File: src/rtl/qspi_fetch_pkg.sv
// Shared types and helpers for the QSPI instruction prefetch buffer.
package qspi_fetch_pkg;

  typedef enum logic [1:0] {
    S_IDLE   = 2'd0,
    S_STOP   = 2'd1,
    S_START  = 2'd2,
    S_STREAM = 2'd3
  } fetch_state_e;

  // Clears the byte-offset bits within one controller word.
  function automatic logic [31:0] align_mask(input int unsigned dw_bytes);
    return ~(32'(dw_bytes) - 32'd1);
  endfunction

endpackage

File: src/rtl/fetch_fifo.sv
// Small circular word FIFO holding prefetched instruction words.
module fetch_fifo #(
  parameter int unsigned WIDTH = 16,
  parameter int unsigned DEPTH = 4,
  localparam int unsigned PW = $clog2(DEPTH),
  localparam int unsigned CW = PW + 1
) (
  input  logic             clk,
  input  logic             rst,
  input  logic             flush,
  input  logic             push,
  input  logic [WIDTH-1:0] push_data,
  input  logic             pop,
  output logic [WIDTH-1:0] head_data,
  output logic [CW-1:0]    count
);

  logic [WIDTH-1:0] mem_q [DEPTH];
  logic [WIDTH-1:0] mem_d [DEPTH];
  logic [PW-1:0]    rd_ptr_q, rd_ptr_d;
  logic [PW-1:0]    wr_ptr_q, wr_ptr_d;
  logic [CW-1:0]    count_q, count_d;
  logic             do_push, do_pop;

  always_comb begin
    mem_d    = mem_q;
    rd_ptr_d = rd_ptr_q;
    wr_ptr_d = wr_ptr_q;
    count_d  = count_q;
    do_push  = push && (count_q != CW'(DEPTH));
    do_pop   = pop && (count_q != '0);
    if (flush) begin
      rd_ptr_d = '0;
      wr_ptr_d = '0;
      count_d  = '0;
    end else begin
      if (do_push) begin
        mem_d[wr_ptr_q] = push_data;
        wr_ptr_d        = wr_ptr_q + PW'(1);
      end
      if (do_pop) begin
        rd_ptr_d = rd_ptr_q + PW'(1);
      end
      count_d = count_q + CW'(do_push) - CW'(do_pop);
    end
  end

  always_ff @(posedge clk or posedge rst) begin
    if (rst) begin
      for (int i = 0; i < int'(DEPTH); i++) mem_q[i] <= '0;
      rd_ptr_q <= '0;
      wr_ptr_q <= '0;
      count_q  <= '0;
    end else begin
      mem_q    <= mem_d;
      rd_ptr_q <= rd_ptr_d;
      wr_ptr_q <= wr_ptr_d;
      count_q  <= count_d;
    end
  end

  assign head_data = mem_q[rd_ptr_q];
  assign count     = count_q;

endmodule

File: src/rtl/qspi_fetch_buffer.sv
// Prefetch stage: launches sequential flash reads and buffers words
// for the CPU fetch port, restarting on every redirect.
module qspi_fetch_buffer
  import qspi_fetch_pkg::*;
#(
  parameter int unsigned DATA_WIDTH_BYTES = 2,
  parameter int unsigned ADDR_BITS        = 24,
  parameter int unsigned DEPTH            = 4
) (
  input  logic                          clk,
  input  logic                          rst,
  input  logic [ADDR_BITS-1:0]          fetch_addr,
  input  logic                          fetch_restart,
  output logic [DATA_WIDTH_BYTES*8-1:0] instr_data,
  output logic [ADDR_BITS-1:0]          instr_addr,
  output logic                          instr_valid,
  input  logic                          instr_ready,
  output logic [ADDR_BITS-1:0]          ctrl_addr,
  output logic                          ctrl_start_read,
  output logic                          ctrl_stall_read,
  output logic                          ctrl_stop_read,
  input  logic [DATA_WIDTH_BYTES*8-1:0] ctrl_data,
  input  logic                          ctrl_data_ready,
  input  logic                          ctrl_busy
);

  localparam int unsigned DW = DATA_WIDTH_BYTES * 8;
  localparam int unsigned CW = $clog2(DEPTH) + 1;
  localparam logic [ADDR_BITS-1:0] ALIGN_MASK =
    ADDR_BITS'(align_mask(DATA_WIDTH_BYTES));

  fetch_state_e         state_q, state_d;
  logic                 dr_q;
  logic [ADDR_BITS-1:0] instr_addr_q, instr_addr_d;
  logic [ADDR_BITS-1:0] ctrl_addr_q, ctrl_addr_d;
  logic [CW-1:0]        count;
  logic                 accept, pop, flush;

  always_comb begin
    state_d         = state_q;
    instr_addr_d    = instr_addr_q;
    ctrl_addr_d     = ctrl_addr_q;
    ctrl_start_read = 1'b0;
    ctrl_stop_read  = 1'b0;
    ctrl_stall_read = 1'b0;
    accept          = 1'b0;
    flush           = 1'b0;
    pop             = instr_valid && instr_ready;

    unique case (state_q)
      S_IDLE: ;
      S_STOP: begin
        ctrl_stop_read = 1'b1;
        state_d        = S_START;
      end
      S_START: begin
        ctrl_start_read = 1'b1;
        state_d         = S_STREAM;
      end
      S_STREAM: begin
        // Controller keeps data_ready high while stalled; take only the edge.
        accept          = ctrl_data_ready && !dr_q;
        ctrl_stall_read = count >= CW'(DEPTH - 1);
      end
    endcase

    if (pop) begin
      instr_addr_d = instr_addr_q + ADDR_BITS'(DATA_WIDTH_BYTES);
    end

    if (fetch_restart) begin
      flush        = 1'b1;
      pop          = 1'b0;
      accept       = 1'b0;
      instr_addr_d = fetch_addr & ALIGN_MASK;
      ctrl_addr_d  = fetch_addr & ALIGN_MASK;
      state_d      = ctrl_busy ? S_STOP : S_START;
    end
  end

  always_ff @(posedge clk or posedge rst) begin
    if (rst) begin
      state_q      <= S_IDLE;
      dr_q         <= 1'b0;
      instr_addr_q <= '0;
      ctrl_addr_q  <= '0;
    end else begin
      state_q      <= state_d;
      dr_q         <= ctrl_data_ready;
      instr_addr_q <= instr_addr_d;
      ctrl_addr_q  <= ctrl_addr_d;
    end
  end

  fetch_fifo #(
    .WIDTH (DW),
    .DEPTH (DEPTH)
  ) u_fifo (
    .clk       (clk),
    .rst       (rst),
    .flush     (flush),
    .push      (accept),
    .push_data (ctrl_data),
    .pop       (pop),
    .head_data (instr_data),
    .count     (count)
  );

  assign instr_valid = (count != '0);
  assign instr_addr  = instr_addr_q;
  assign ctrl_addr   = ctrl_addr_q;

endmodule
File: config.mk
export PLATFORM = sky130hd
export DESIGN_NAME = qspi_fetch_buffer
export DESIGN_NICKNAME = d
export VERILOG_FILES = /design/src/rtl/qspi_fetch_pkg.sv /design/src/rtl/fetch_fifo.sv /design/src/rtl/qspi_fetch_buffer.sv
export SDC_FILE = /design/constraint.sdc
export NUM_CORES = 1
export LEC_CHECK = 0
export CORE_ASPECT_RATIO = 2
export CORE_MARGIN = 2
export CORE_UTILIZATION = 55
export CTS_CLUSTER_DIAMETER = 120
export DETAILED_ROUTE_END_ITERATION = 8
export DONT_BUFFER_PORTS = 1
export PLACE_DENSITY = 0.82
export SKIP_LAST_GASP = 1
export SLEW_MARGIN = 10
export SYNTH_ARGS = -nofsm -noshare
export SYNTH_HDL_FRONTEND = slang
export SYNTH_SLANG_ARGS = --single-unit
File: constraint.sdc
create_clock -name clk -period 6.95 [get_ports clk]
set_clock_uncertainty 0.2 [all_clocks]
set_input_delay 1.0425 -clock clk [delete_from_list [all_inputs] [get_ports clk]]
set_output_delay 1.0425 -clock clk [all_outputs]
set_load 0.005 [all_outputs]
==> impl_metrics.yaml <==
route:
  ant_nets: 0
  vias_per_cell: 5.925
  drt-pass1-iter-count: 4
  wl_mm: 11.10
  drt-initial-drc-count: 177
  drcViolationCount: 0
  num_vias: 3389
  wl_per_cell_um: 19.40
power_and_ir_drop:
  sequentialPowerShare_pct: 44.0
  power.share.combinational_pct: 14.9
  ir_worst_vdd_mv: 0.2350
  p_switching_w: 0.0005536
  p_int_w: 0.001504
  pwr-share-clk_pct: 41.2
  leakagePower_nw: 2.688
  sw_frac_of_total_pct: 26.90
  powerDensity_nw_per_um2: 336.8
floorplan:
  ios: 114
  initial_core_util_pct: 56.41
  core_area_um2: 9699
  die_w_um: 74.53
  row_count: 51
  dieArea_um2: 10810
  die_h_um: 145.1
synth:
  synth_top_cell_by_area: "dfrtp_1"
  yosysMostFrequentCell: "dfrtp_1"
  synth-async-reset-ratio_pct: 100.0
  avgSynthCellArea_um2: 12.67
  synth_edf_count: 0
  netlist_area_um2: 5471
  yosysTopAreaCellShare_pct: 54.88
  ys_ff_latch: 120
  ys.flop_type: "dfrtp_1"
  synth_cell_types: 38
  synth_warnings: 0
  syn_inst: 432
  ys_top_cells_by_count: "120 x dfrtp_1, 73 x mux2_2, 30 x o21ai_0, 27 x inv_1, 27 x nand2_1"
  yosys-top-cells-area: "dfrtp_1 55%, mux2_2 15%, mux4_2 6.6%"
  seq_area_frac_synth_pct: 54.88
grt:
  grt_max_degree: 80
  grt_pass1_wl_mm: 18.42
  overflow: 0
  grt_use_total_pct: 22.18
  antenna_found_initial: 0
  grt_pass1_vias: 3794
worst_setup_path:
  crit_fanout: 18
  critPathKind: "reg2out"
  crit_required_ps: 5710
  crit_arrival_ps: 2160
  worst-path-buf-inv: 0
  endpoint_kind: "primary output"
  cpPeakStageDelay_ps: 1100
  critPathLaunchType: "register"
  cpLargestDelayFamily: "flip-flops"
  crit_slowest_cell: "dfrtp_1"
  cp_cell_sequence: "mux4_2"
cts:
  tritoncts: "done"
  cts_resized: 0
  clkLatencyLatePin_ps: 410
  cts_buffers: 17
  cts_max_path_buffers: 2
  root_buffer: "clkbuf_16"
  clkTransAtPathRegs_ps: 50
  clock-sinks: 120
  postCtsSetupRepairBufs: 0
  cts_hold_buf: 0
  h-tree-depth: 4
placement:
  dp_slack_ps: 3722
  numPortBuffers: 0
  place_congestion: 0.7524
  dpl.hpwl_mm: 7.763
  placed_area_um2: 5529
run_status:
  outcome: "complete, no violations"
timing:
  hold_slack_ps: 302.8
  final.setup.worst_slack_ps: 3549
  maxSlewViolCount: 0
  tightest_slew_ps: 1152
  fmax_mhz: 294.0
  period_needed_ps: 3401
  setup_viol: 0
  finalCritPeriodShare_pct: 48.94
  fin_setup_tns_ps: 0
  finalHoldViolCount: 0
  grt_setup_unrepaired: "no"
  relSlewSlack_pct: 23.22
finish:
  nNetsFinal: 482
  finalInstanceArea_um2: 6108
  antenna_cells_inserted: 0
  area_growth_syn_to_layout_pct: 11.64
  layout-drive-gt1-share_pct: 28.64
flow_run:
  cap_violations: 0
worst_hold_path:
  hold_class: "reg2reg"
sequential cells by signal, summed over array words and instances, names as in the netlist:
signal	flops
u_fifo.count	3
state_q	2
dr_q	1
u_fifo.rd_ptr_q	2
u_fifo.wr_ptr_q	2
ctrl_addr	23
instr_addr	23
u_fifo.mem_q	64
worst reg2reg max path: stages (launching register included):
cell and delay (ps):
dfrtp_1 480, nor2_1 100, a211oi_2 480, and2_1 810
mux2_2 420
power by group through the flow:
stage | logic, W | clock network, W | registers, W
3_5_place_dp | 0.000314 | 0 | 0.000919
2_1_floorplan | 0.000289 | 0 | 0.000866
5_1_grt | 0.000344 | 0.000903 | 0.000923
6_report | 0.000306 | 0.000847 | 0.000905
4_1_cts | 0.000315 | 0.000864 | 0.000907
3_3_place_gp | 0.000300 | 0 | 0.000909
final timing paths:
check | end | cells after the start | startpoint | slack [ps]
worst max-delay path | instr_data[12] | 1 | u_fifo.rd_ptr_q[0]$_DFFE_PP0P_ | 3550
worst min-delay path | u_fifo.mem_q[24]$_DFFE_PP0P_ | 1 | u_fifo.mem_q[24]$_DFFE_PP0P_ | 300
worst max register to register | u_fifo.mem_q[42]$_DFFE_PP0P_ | 4 | u_fifo.count[1]$_DFF_PP0_ | 4330
worst min register to register | u_fifo.mem_q[24]$_DFFE_PP0P_ | 1 | u_fifo.mem_q[24]$_DFFE_PP0P_ | 300
max in group asynchronous | u_fifo.mem_q[17]$_DFFE_PP0P_ | 2 | rst | 4820
min in group asynchronous | ctrl_addr[6]$_DFFE_PP0P_ | 1 | rst | 330
kinds of logic (layout without fill, tap and decap cells):
kind of cell | count (synthesis) | count (layout) | synth area share, %
and+or+nand+nor | 90 | 90 | 8.667
AOI/OAI and AO/OA | 54 | 54 | 5.923
other | 1 | 2 | 0.06854
muxes | 91 | 91 | 21.98
xor gates and xnor gates | 13 | 13 | 2.081
buffers and inverters | 54 | 61 | 4.208
adders and majority gates | 9 | 9 | 2.195
DFF | 120 | 120 | 54.88
cell type report:
type                    instances  area (µm²)
repair buffers                  2       15.01
well taps                     132       165.2
flip-flops and latches        120        3003
multi-input cells             259        2242
clock inverters                15       153.9
clock buffers                  17       425.4
fillers                       765        3591
inverters                      27       103.9
placed cells by master, fill, tap and decap left out, drive strengths merged:
cell,instances
a211o,1
a211oi,1
a21oi,2
a31oi,8
and2,5
and3,1
and4,2
buf,2
bufinv,2
clkbuf,17
clkinv,7
clkinvlp,4
conb,2
dfrtp,120
fa,1
ha,8
inv,29
mux2,73
mux2i,2
mux4,16
nand2,27
nand3,10
nand4,6
nand4b,1
nor2,16
nor2b,3
nor3,3
nor4,3
o211ai,3
o21ai,30
o311ai,1
o31a,1
o31ai,7
or3,3
or4,10
xnor2,8
xor2,5
per-stage QoR:
| stage | power [W] | cells | utilization (%) |
|---|---|---|---|
| 3_5_place_dp | 0.001233 | 540 | 57.00 |
| 2_1_floorplan | 0.001155 | 433 | - |
| 5_1_grt | 0.002171 | 572 | 62.98 |
| 4_1_cts | 0.002086 | 572 | 62.98 |
| 6_report | 0.002057 | 572 | 62.98 |
| 3_3_place_gp | 0.001209 | 540 | 57.00 |
per-layer routing:
layer | GRT usage [%] | wire length (µm) | vias up
li1 | - | - | 1529
met1 | 24.15 | 3973 | 1738
met2 | 38.94 | 6312 | 107
met3 | 7.014 | 614 | 15
met4 | 7.857 | 195 | 0
met5 | 0 | 0 | -
Note: power is estimated with default switching activity, not from simulation.
